[config.mk]
export PLATFORM = sky130hd
export DESIGN_NAME = imem_fetch_ctrl
export DESIGN_NICKNAME = d
export VERILOG_FILES = /design/src/rtl/imem_fetch_ctrl.sv
export SDC_FILE = /design/constraint.sdc
export NUM_CORES = 1
export LEC_CHECK = 0
export BUFFER_PORTS_ARGS = -buffer_cell sky130_fd_sc_hd__clkbuf_2
export CAP_MARGIN = 20
export CORE_AREA = 10 10 93 95
export CTS_BUF_LIST = sky130_fd_sc_hd__clkbuf_16
export CTS_CLUSTER_SIZE = 10
export DETAILED_ROUTE_END_ITERATION = 12
export DIE_AREA = 0 0 103 105
export MAX_ROUTING_LAYER = met4
export PLACE_DENSITY = 0.66
export SETUP_SLACK_MARGIN = 0.02
export SLEW_MARGIN = 20
export SYNTH_ARGS = -nofsm -noshare
export SYNTH_HDL_FRONTEND = slang
export SYNTH_SLANG_ARGS = --single-unit
[constraint.sdc]
create_clock -name clk -period 2.7 [get_ports clk]
set_input_delay 0.27 -clock clk [delete_from_list [all_inputs] [get_ports clk]]
set_output_delay 0.27 -clock clk [all_outputs]
set_load 0.03 [all_outputs]
[src/rtl/imem_fetch_ctrl.sv]
// Fetch sequencer: owns the PC, indexes the combinational instruction memory and fills the IF/ID register.
// Optional macro FETCH_PERF_EN adds saturating fetch/stall/flush counters.
module imem_fetch_ctrl #(
  parameter int                  PC_WIDTH     = 16,
  parameter logic [PC_WIDTH-1:0] RESET_PC     = '0,
  parameter logic [PC_WIDTH-1:0] PC_STEP      = PC_WIDTH'(2),
  parameter logic [PC_WIDTH-1:0] MEM_LAST     = PC_WIDTH'(54),
  parameter logic [15:0]         HALT_WORD    = 16'h0000,
  parameter int                  DRAIN_CYCLES = 3
) (
  input  logic                clk,
  input  logic                reset,
  input  logic                start,
  input  logic                stall,
  input  logic                branch_taken,
  input  logic [PC_WIDTH-1:0] branch_target,
  input  logic [15:0]         instr_in,
  output logic [PC_WIDTH-1:0] pc_out,
  output logic [15:0]         ir,
  output logic [PC_WIDTH-1:0] ir_pc,
  output logic                ir_valid,
  output logic                busy,
  output logic                halted,
  output logic                fault
`ifdef FETCH_PERF_EN
  ,
  output logic [15:0]         perf_fetch_cnt,
  output logic [15:0]         perf_stall_cnt,
  output logic [15:0]         perf_flush_cnt
`endif
);

  localparam int CNT_W = (DRAIN_CYCLES > 2) ? $clog2(DRAIN_CYCLES) : 1;

  typedef enum logic [1:0] {
    ST_IDLE  = 2'd0,
    ST_RUN   = 2'd1,
    ST_DRAIN = 2'd2,
    ST_HALT  = 2'd3
  } state_t;

  state_t              state_q;
  logic [PC_WIDTH-1:0] pc_q;
  logic [PC_WIDTH-1:0] ir_pc_q;
  logic [15:0]         ir_q;
  logic                ir_valid_q;
  logic                fault_q;
  logic [CNT_W-1:0]    drain_q;

  logic [PC_WIDTH-1:0] pc_inc;
  logic                tgt_bad;
  logic                is_halt_word;

  assign pc_inc       = pc_q + PC_STEP;
  assign tgt_bad      = branch_target[0] || (branch_target > MEM_LAST);
  assign is_halt_word = (instr_in == HALT_WORD);

  always_ff @(posedge clk or negedge reset) begin
    if (!reset) begin
      state_q    <= ST_IDLE;
      pc_q       <= RESET_PC;
      ir_q       <= '0;
      ir_pc_q    <= '0;
      ir_valid_q <= 1'b0;
      fault_q    <= 1'b0;
      drain_q    <= '0;
    end else begin
      case (state_q)
        ST_IDLE: begin
          ir_valid_q <= 1'b0;
          if (start) begin
            pc_q    <= RESET_PC;
            state_q <= ST_RUN;
          end
        end
        ST_RUN: begin
          if (branch_taken) begin
            pc_q       <= branch_target;
            ir_valid_q <= 1'b0;
            if (tgt_bad) begin
              fault_q <= 1'b1;
              state_q <= ST_HALT;
            end
          end else if (!stall) begin
            if (is_halt_word) begin
              ir_valid_q <= 1'b0;
              drain_q    <= CNT_W'(DRAIN_CYCLES - 1);
              state_q    <= ST_DRAIN;
            end else begin
              ir_q       <= instr_in;
              ir_pc_q    <= pc_q;
              ir_valid_q <= 1'b1;
              pc_q       <= pc_inc;
              // The word just latched is still delivered; HALT clears ir_valid next edge.
              if (pc_inc > MEM_LAST) begin
                fault_q <= 1'b1;
                state_q <= ST_HALT;
              end
            end
          end
        end
        ST_DRAIN: begin
          ir_valid_q <= 1'b0;
          if (branch_taken) begin
            pc_q <= branch_target;
            if (tgt_bad) begin
              fault_q <= 1'b1;
              state_q <= ST_HALT;
            end else begin
              state_q <= ST_RUN;
            end
          end else if (drain_q == '0) begin
            state_q <= ST_HALT;
          end else begin
            drain_q <= drain_q - 1'b1;
          end
        end
        ST_HALT: begin
          ir_valid_q <= 1'b0;
          if (start) begin
            pc_q    <= RESET_PC;
            fault_q <= 1'b0;
            state_q <= ST_RUN;
          end
        end
        default: state_q <= ST_IDLE;
      endcase
    end
  end

  assign pc_out   = pc_q;
  assign ir       = ir_q;
  assign ir_pc    = ir_pc_q;
  assign ir_valid = ir_valid_q;
  assign fault    = fault_q;
  assign busy     = (state_q == ST_RUN) || (state_q == ST_DRAIN);
  assign halted   = (state_q == ST_HALT);

`ifdef FETCH_PERF_EN
  logic [15:0] perf_fetch_q;
  logic [15:0] perf_stall_q;
  logic [15:0] perf_flush_q;
  logic        fetch_evt;
  logic        stall_evt;
  logic        flush_evt;
  logic        start_evt;

  assign fetch_evt = (state_q == ST_RUN) && !branch_taken && !stall && !is_halt_word;
  assign stall_evt = (state_q == ST_RUN) && !branch_taken && stall;
  assign flush_evt = busy && branch_taken;
  assign start_evt = ((state_q == ST_IDLE) || (state_q == ST_HALT)) && start;

  function automatic logic [15:0] sat_inc(input logic [15:0] v);
    return (v == 16'hFFFF) ? v : v + 16'd1;
  endfunction

  always_ff @(posedge clk or negedge reset) begin
    if (!reset) begin
      perf_fetch_q <= '0;
      perf_stall_q <= '0;
      perf_flush_q <= '0;
    end else if (start_evt) begin
      perf_fetch_q <= '0;
      perf_stall_q <= '0;
      perf_flush_q <= '0;
    end else begin
      if (fetch_evt) perf_fetch_q <= sat_inc(perf_fetch_q);
      if (stall_evt) perf_stall_q <= sat_inc(perf_stall_q);
      if (flush_evt) perf_flush_q <= sat_inc(perf_flush_q);
    end
  end

  assign perf_fetch_cnt = perf_fetch_q;
  assign perf_stall_cnt = perf_stall_q;
  assign perf_flush_cnt = perf_flush_q;
`endif

endmodule

==> summary.md, run 1 <==
| Metric | Value |
|---|---|
| Worst VDD drop | `0.6761 mV` |
| Starting Density | `44.26%` |
| Number of remaining DRC errors | `0` |
| Initial antenna violation count | `0` |
| Primary FF master, synth | `dfrtp_1` |
| CP Launch Point | `pc_out[4]` |
| CTS tree | `yes` |
| Combinational family with the most area after synthesis | `simple AND/OR/NAND/NOR gates` |
| Yosys top cell area share | `45.19%` |
| Vias in the first global route | `2740` |
| # IOs | `89` |
| Post-Synth Simple-Gate Area | `17.28%` |
| Setup Viol. Count Final | `0` |
| Max Fanout on Critical Path | `13` |
| Synthesis Warnings | `0` |
| Worst-path cell chain | `and3_1, and3_1, a31oi_1, or4_4, o31ai_4, mux2i_1` |
| GRT Resource Usage Total | `15.76%` |
| DRT antenna net count | `0` |
| Crit Path Class | `flop to flop` |
| Final Core Density | `55.11%` |
| Cell mode on critical path | `and3_1` |
| Layout cell share with drive strength beyond 1 | `37.34%` |
| CP Launch Type | `flop` |
| CP endpoint | `state_q[1]` |
| Worst-Skew Late Latency | `290 ps` |
| Drt first pass iters | `4` |
| Synth Area in Compound Gates | `15.65%` |
| Register area share after synthesis | `45.19%` |
| DIE HEIGHT | `105 um` |
| Worst clock skew | `8.314 ps` |
| Pin count of the biggest net entering global routing | `31` |
| Core area | `6756 um^2` |
| DP Area | `3522 um^2` |
| CTS Buffer Depth | `2` |
| CP bufs+invs | `0` |
| Worst path depth | `6` |
| Status | `completed` |
| R2R Path Start | `pc_out[4]` |
| Power per cell area | `1192 nW/um^2` |
| WL/cell | `17.42 um` |
| CTS H-tree depth | `2` |
| Via count of the routed design | `2686` |
| Fin area | `3724 um^2` |
| Worst reg-to-reg path cell count | `6` |
| CP endpoint kind | `flop` |
| DR vias/cell | `5.703` |
| Syn Std Cell Area | `2990 um^2` |
| Crit path largest cell delay | `590 ps` |
| Cell Rows | `30` |
| Syn Area/Cell | `9.772 um^2` |
| Crit-path leading delay family | `simple AND/OR/NAND/NOR gates` |
| Asr flop ratio synth | `100.0%` |
| Distinct cells, synth | `40` |
| Final hold violations | `0` |
| HPWL after DPL | `6.379 mm` |
| Synthesized flop and latch total | `54` |
| R2r setup slk | `280 ps` |
| Post-synth top area cell | `dfrtp_1` |
| Routability cong. | `0.8841` |
| Synth Net Count | `350` |
| Crit path time final | `2420 ps` |
| Gr ovfl total | `0` |
| Number of flops mapped to enable cells by yosys | `0` |
| Area grow syn2layout | `24.52%` |
| Mux share of post-synthesis cell area | `12.64%` |
| Leak Pwr | `1.754 nW` |
| XOR/XNOR Fraction of Synth Area | `1.464%` |
| RSZ-0062 raised after global routing | `no` |
| Rel. slew slack | `68.33%` |
| Routed WL | `8.205 mm` |
| Inst Count DP | `462` |
| Pins over their slew limit | `0` |
| F_max | `413.2 MHz` |
| ANT cells | `0` |
| Slew @ Worst Pin | `470.6 ps` |
| IO buf count | `88` |
| Fin crit share | `89.64%` |
| Global-route wire length before repair | `13.42 mm` |
| Final std cells w/o fill | `471` |
| Hold_ws | `227.8 ps` |
| Worst EP arrival | `2630 ps` |
| Post-Syn Instances | `306` |
| Hold crit path type | `input pin to flop` |
| Setup bufs post-CTS | `0` |
| Die Width | `103 um` |
| Post-Synth Adder-Cell Area | `2.929%` |
| Main area contributors after synthesis | `dfrtp_1 45%, mux2_2 11%, o21ai_0 6.0%, ha_1 2.9%, a21oi_1 2.8%` |
| DR iter-0 viols | `151` |
| Setup TNS Final | `0 ps` |
| Root Driver | `clkbuf_16` |
| Crit Reg-Reg Endpoint | `state_q[1]` |
| Max-cap violations | `0` |
| Slowest cell on crit path | `dfrtp_1` |
| DIE AREA | `10820 um^2` |
| Nets@finish | `434` |
| Clk slew on worst S/H paths | `70 ps` |
| Sink Count | `54` |
| WP data required | `2910 ps` |
| CTS buffer count | `5` |
## kinds of logic after synthesis
| kind of cell | after synthesis |
|---|---|
| compound gates | 78 |
| simple gates | 92 |
| xor+xnor | 5 |
| fa+ha+maj | 7 |
| buf+inv | 36 |
| flops | 54 |
| mux | 34 |
## cells in the final DEF, fill, tap and decap left out, drive strengths merged, types with 2 or more instances in the layout
master / instances
a21oi: 17
buf: 9
or2: 2
nor4: 12
o21ai: 37
mux2i: 4
mux2: 30
nand2: 22
dfrtp: 54
nor4b: 4
nor2: 21
o22ai: 2
ha: 7
nand4: 3
a32oi: 3
inv: 15
a31oi: 7
bufinv: 2
a311oi: 3
xor2: 3
nor3: 7
a22oi: 3
nand3: 11
clkbuf: 93
xnor2: 2
and3: 5
and4: 2
## cells in the mapped netlist (all sizes together) (2+ instances only)
library cell  count
mux2             30
nor4b             4
and3              5
nor3              7
mux2i             4
dfrtp            54
nand4             3
buf               8
or2               2
inv              15
o21ai            37
nand2            22
clkbuf           13
a32oi             3
a31oi             7
ha                7
nor2             21
xnor2             2
xor2              3
and4              2
a311oi            3
nand3            11
nor4             12
o22ai             2
a22oi             3
a21oi            17
## worst min-delay path by stage
stage,from,end,slack [ps],depth (start not counted)
after global routing,instr_in[9],ir[9],220,2
after CTS,instr_in[13],ir[13],220,2
after detailed placement,reset,pc_out[10],290,2
after floorplan,reset,drain_q[0],-30,0
after global placement,reset,pc_out[9],290,2
final,instr_in[8],ir[8],230,2
## timing repair
action	CTS	global route
endpoints found under the hold margin	24	0
gates resized for setup	0	1
hold buffers	1	0
endpoints found under the setup margin	0	1
## metal layers
| metal | global-route usage, % | vias up | wire length, um |
|---|---|---|---|
| met1 | 20.36 | 1286 | 3848 |
| met2 | 23.81 | 106 | 3695 |
| met3 | 4.677 | 10 | 566 |
| met5 | - | - | 0 |
| li1 | - | 1284 | - |
| met4 | 3.181 | 0 | 95 |
## layout make-up
cell class                 count  area [um^2]
inverter                      15        56.30
clock inverter                 3        63.81
sequential                    54         1351
tap                           80        100.1
fill                         637         3033
clock buffer                   5        125.1
timing repair buffer          98        530.5
multi-input combinational    216         1496
## metrics by stage
step / total power, W / setup WS, ps
after CTS: 0.004476 / 194.7
after detailed placement: 0.003650 / 222.9
after floorplan: 0.002954 / 321.1
final: 0.004437 / 279.6
after global placement: 0.003617 / 330.0
after global routing: 0.004730 / 78.18
## power by group
group          switching [W]  internal (W)  total, W
combinational        0.00140      0.000747   0.00215
sequential          0.000341       0.00114   0.00148
clock               0.000280      0.000528  0.000808
total                0.00202       0.00242   0.00444
## flip-flops by register name, summed over array words and instances, names as in the netlist
name,count
drain_q,2
fault,1
ir,16
ir_pc,16
ir_valid,1
pc_out,16
state_q,2
No activity file was read; power rests on OpenSTA's default activity.
==> run 2: changes to the inputs <==
- ABC_AREA: default -> 1
- CORE_AREA: 10 10 93 95 -> 10 10 87 89
- DIE_AREA: 0 0 103 105 -> 0 0 97 99
- PLACE_DENSITY: 0.66 -> 0.75
==> run 2 against run 1 <==
  * The run now ends with negative hold slack left
  * Power rose by 1.9%
  * Final area down 2.3%
  * Synthesized cell count increased by 28%
  * Non-clock buffer count fell by 6
  * Critical path depth up 6
  * Combinational power grew 13%
  * Utilization grew 7.1 points
  * Worst hold slack got worse by 250 ps
  * Sequential share of layout area grew 0.84 points
  * Clock-buffer cell count stayed put
  * Via count is 5.3% higher
  * First-iteration DRC count shrank 23%
==> summary.md, run 2 <==
| Metric | Value |
|---|---|
| F_max | `443.9 MHz` |
| Global-route wire length before repair | `13.58 mm` |
| Pins over their slew limit | `0` |
| FILL cells | `537` |
| Crit path time final | `2253 ps` |
| Worst clock skew | `4.770 ps` |
| Most common cell after layout, fill and taps aside | `nand2_1` |
| WL/cell | `14.42 um` |
| CTS Hold Bufs | `0` |
| Int Pwr | `0.002211 W` |
| Mux share of post-synthesis cell area | `0.7589%` |
| Crit Path Class | `flop to flop` |
| DRT antenna net count | `0` |
| Main area contributors after synthesis | `dfrtp_1 46%, nand2_1 15%, inv_1 7.6%, o21ai_0 6.6%, nand3_1 3.5%` |
| Nets@finish | `524` |
| Post-synth top area cell | `dfrtp_1` |
| XOR/XNOR Fraction of Synth Area | `0%` |
| Cell Rows | `28` |
| CTS Buffer Depth | `2` |
| Root Driver | `clkbuf_16` |
| CP endpoint kind | `flop` |
| CTS buffer count | `5` |
| HPWL after DPL | `6.447 mm` |
| Net Sw Frac | `51.10%` |
| Final hold violations | `23` |
| Routability cong. | `0.9303` |
| Hold crit path type | `input pin to async pin` |
| Worst-path cell chain | `inv_1, ha_1, inv_1, nor2_2, buf_4, nand2_1, nand2_1, inv_1, nand3_1, inv_2, nand2_1, o21ai_0` |
| Failing checks | `negative hold slack` |
| Number of flops mapped to enable cells by yosys | `0` |
| Syn Std Cell Area | `2968 um^2` |
| Yosys top cell area share | `45.53%` |
| Final Core Density | `62.21%` |
| Crit-path leading delay family | `buffers and inverters` |
| Fin crit share | `83.44%` |
| Pin count of the biggest net entering global routing | `35` |
| Synth Area in Compound Gates | `13.41%` |
| DIE HEIGHT | `99 um` |
| Hold_ws | `-23.32 ps` |
| Worst EP arrival | `2460 ps` |
| Synth Net Count | `435` |
| Via count of the routed design | `2828` |
| Power per cell area | `1242 nW/um^2` |
| Synthesis Warnings | `0` |
| CP Launch Type | `flop` |
| Vias in the first global route | `2769` |
| Routed WL | `8.002 mm` |
| Number of remaining DRC errors | `0` |
| Starting Density | `50.73%` |
| Leak Pwr | `1.991 nW` |
| Die Width | `97 um` |
| Crit path largest cell delay | `390 ps` |
| Setup bufs post-CTS | `0` |
| CTS H-tree depth | `2` |
| Comb pwr share | `54.0%` |
| Post-Synth Adder-Cell Area | `2.951%` |
| Asr flop ratio synth | `100.0%` |
| DR vias/cell | `5.095` |
| Worst-Skew Late Latency | `290 ps` |
| # IOs | `89` |
| Count leader, synth | `nand2_1` |
| Flop pwr share | `32.5%` |
| Max-cap violations | `0` |
| Slew @ Worst Pin | `597.6 ps` |
| Combinational family with the most area after synthesis | `simple AND/OR/NAND/NOR gates` |
| Primary FF master, synth | `dfrtp_1` |
| Gr ovfl total | `0` |
| Slowest cell on crit path | `dfrtp_1` |
| Synthesized flop and latch total | `54` |
| Core area | `5851 um^2` |
| Setup TNS Final | `0 ps` |
| CTS tree | `yes` |
| ANT cells | `0` |
| WP data required | `2910 ps` |
| Syn Area/Cell | `7.590 um^2` |
| Post-Syn Instances | `391` |
| Clk slew on worst S/H paths | `70 ps` |
| Clock share of power | `13.5%` |
| Post-Synth Simple-Gate Area | `28.16%` |
| Post-synth top cells | `116 x nand2_1, 60 x inv_1, 54 x dfrtp_1` |
| Sink Count | `54` |
| Setup Viol. Count Final | `0` |
| Rel. slew slack | `59.79%` |
| RSZ-0062 raised after global routing | `no` |
| PostCTS Resize Cnt | `0` |
| Register area share after synthesis | `45.53%` |
| Most frequent cells in the layout | `115 x nand2_1, 88 x clkbuf_2, 61 x inv_1, 54 x dfrtp_1, 39 x o21ai_0` |
| Worst VDD drop | `0.5600 mV` |
| DR iter-0 viols | `116` |
| Sw Pwr | `0.002310 W` |
| GRT Resource Usage Total | `17.21%` |
| Pwr Total | `0.004521 W` |
| DIE AREA | `9603 um^2` |
| Status | `complete, but fails checks` |
| IO buf count | `88` |
| Drt first pass iters | `5` |
| Area grow syn2layout | `22.64%` |
| Max Fanout on Critical Path | `20` |
| Distinct cells, synth | `28` |
| Layout cell share with drive strength beyond 1 | `24.58%` |
| Initial antenna violation count | `0` |
| CP bufs+invs | `5` |
[run 2: cell count changes after synthesis, moves of 7 or more]
cell and change:
nand2_1 +94, inv_1 +45, mux2_2 -28, a21oi_1 -13
o21ai_1 +13, nand3_1 +12, nor4_1 -9, nand4_1 +8
a31oi_1 -7
[run 2: area by class of cell]
class                   count  area [um^2]  share of cell area [%]
flip-flops and latches     54         1351                   37.13
repair buffers             92        483.0                   13.27
inverters                  61        229.0                   6.291
clock buffers               5        125.1                   3.438
clock inverters             2        11.26                  0.3094
multi-input cells         266         1346                   36.99
well taps                  75        93.84                   2.578
[run 2: power by group through the flow]
stage | Clock (W) | Sequential [W] | Combinational, W
after floorplan | 0 | 0.00209 | 0.00111
after global placement | 0 | 0.00147 | 0.00242
after detailed placement | 0 | 0.00148 | 0.00245
after CTS | 0.000616 | 0.00147 | 0.00247
after global routing | 0.000668 | 0.00153 | 0.00270
final | 0.000611 | 0.00147 | 0.00244
[run 2: cell families after synthesis]
family,after synthesis
adder cells (fa/ha/maj),7
AND/OR/NAND/NOR,184
multiplexers,2
flip-flops,54
buffers and inverters,71
AO/OA/AOI/OAI,73
[run 2: metrics by stage]
stage / cell area, um^2 / instances / setup slack [ps]
finish: 3640 / 555 / 447.2
global route: 3640 / 555 / 241.3
CTS: 3640 / 555 / 454.5
detailed placement: 3503 / 548 / 472.5
global placement: 3503 / 548 / 598.1
floorplan: 2968 / 391 / 794.2
[run 2: per-layer routing]
layer / track usage (%) / share of wire (%)
met3: 3.492 / 6.2
met1: 22.77 / 46
met5: - / 0
met4: 3.746 / 0.80
met2: 26.59 / 47
[run 2: path summary, 6_finish.rpt]
path	startpoint	end	depth (start not counted)	slack [ps]
max	state_q[1]	pc_out[8]	12	450
min	reset	ir[12]	1	-20
max reg2reg	state_q[1]	pc_out[8]	12	450
min reg2reg	ir[7]	ir[7]	2	480
max in group asynchronous	reset	ir[1]	2	2060
min in group clk	instr_in[9]	ir[9]	3	220
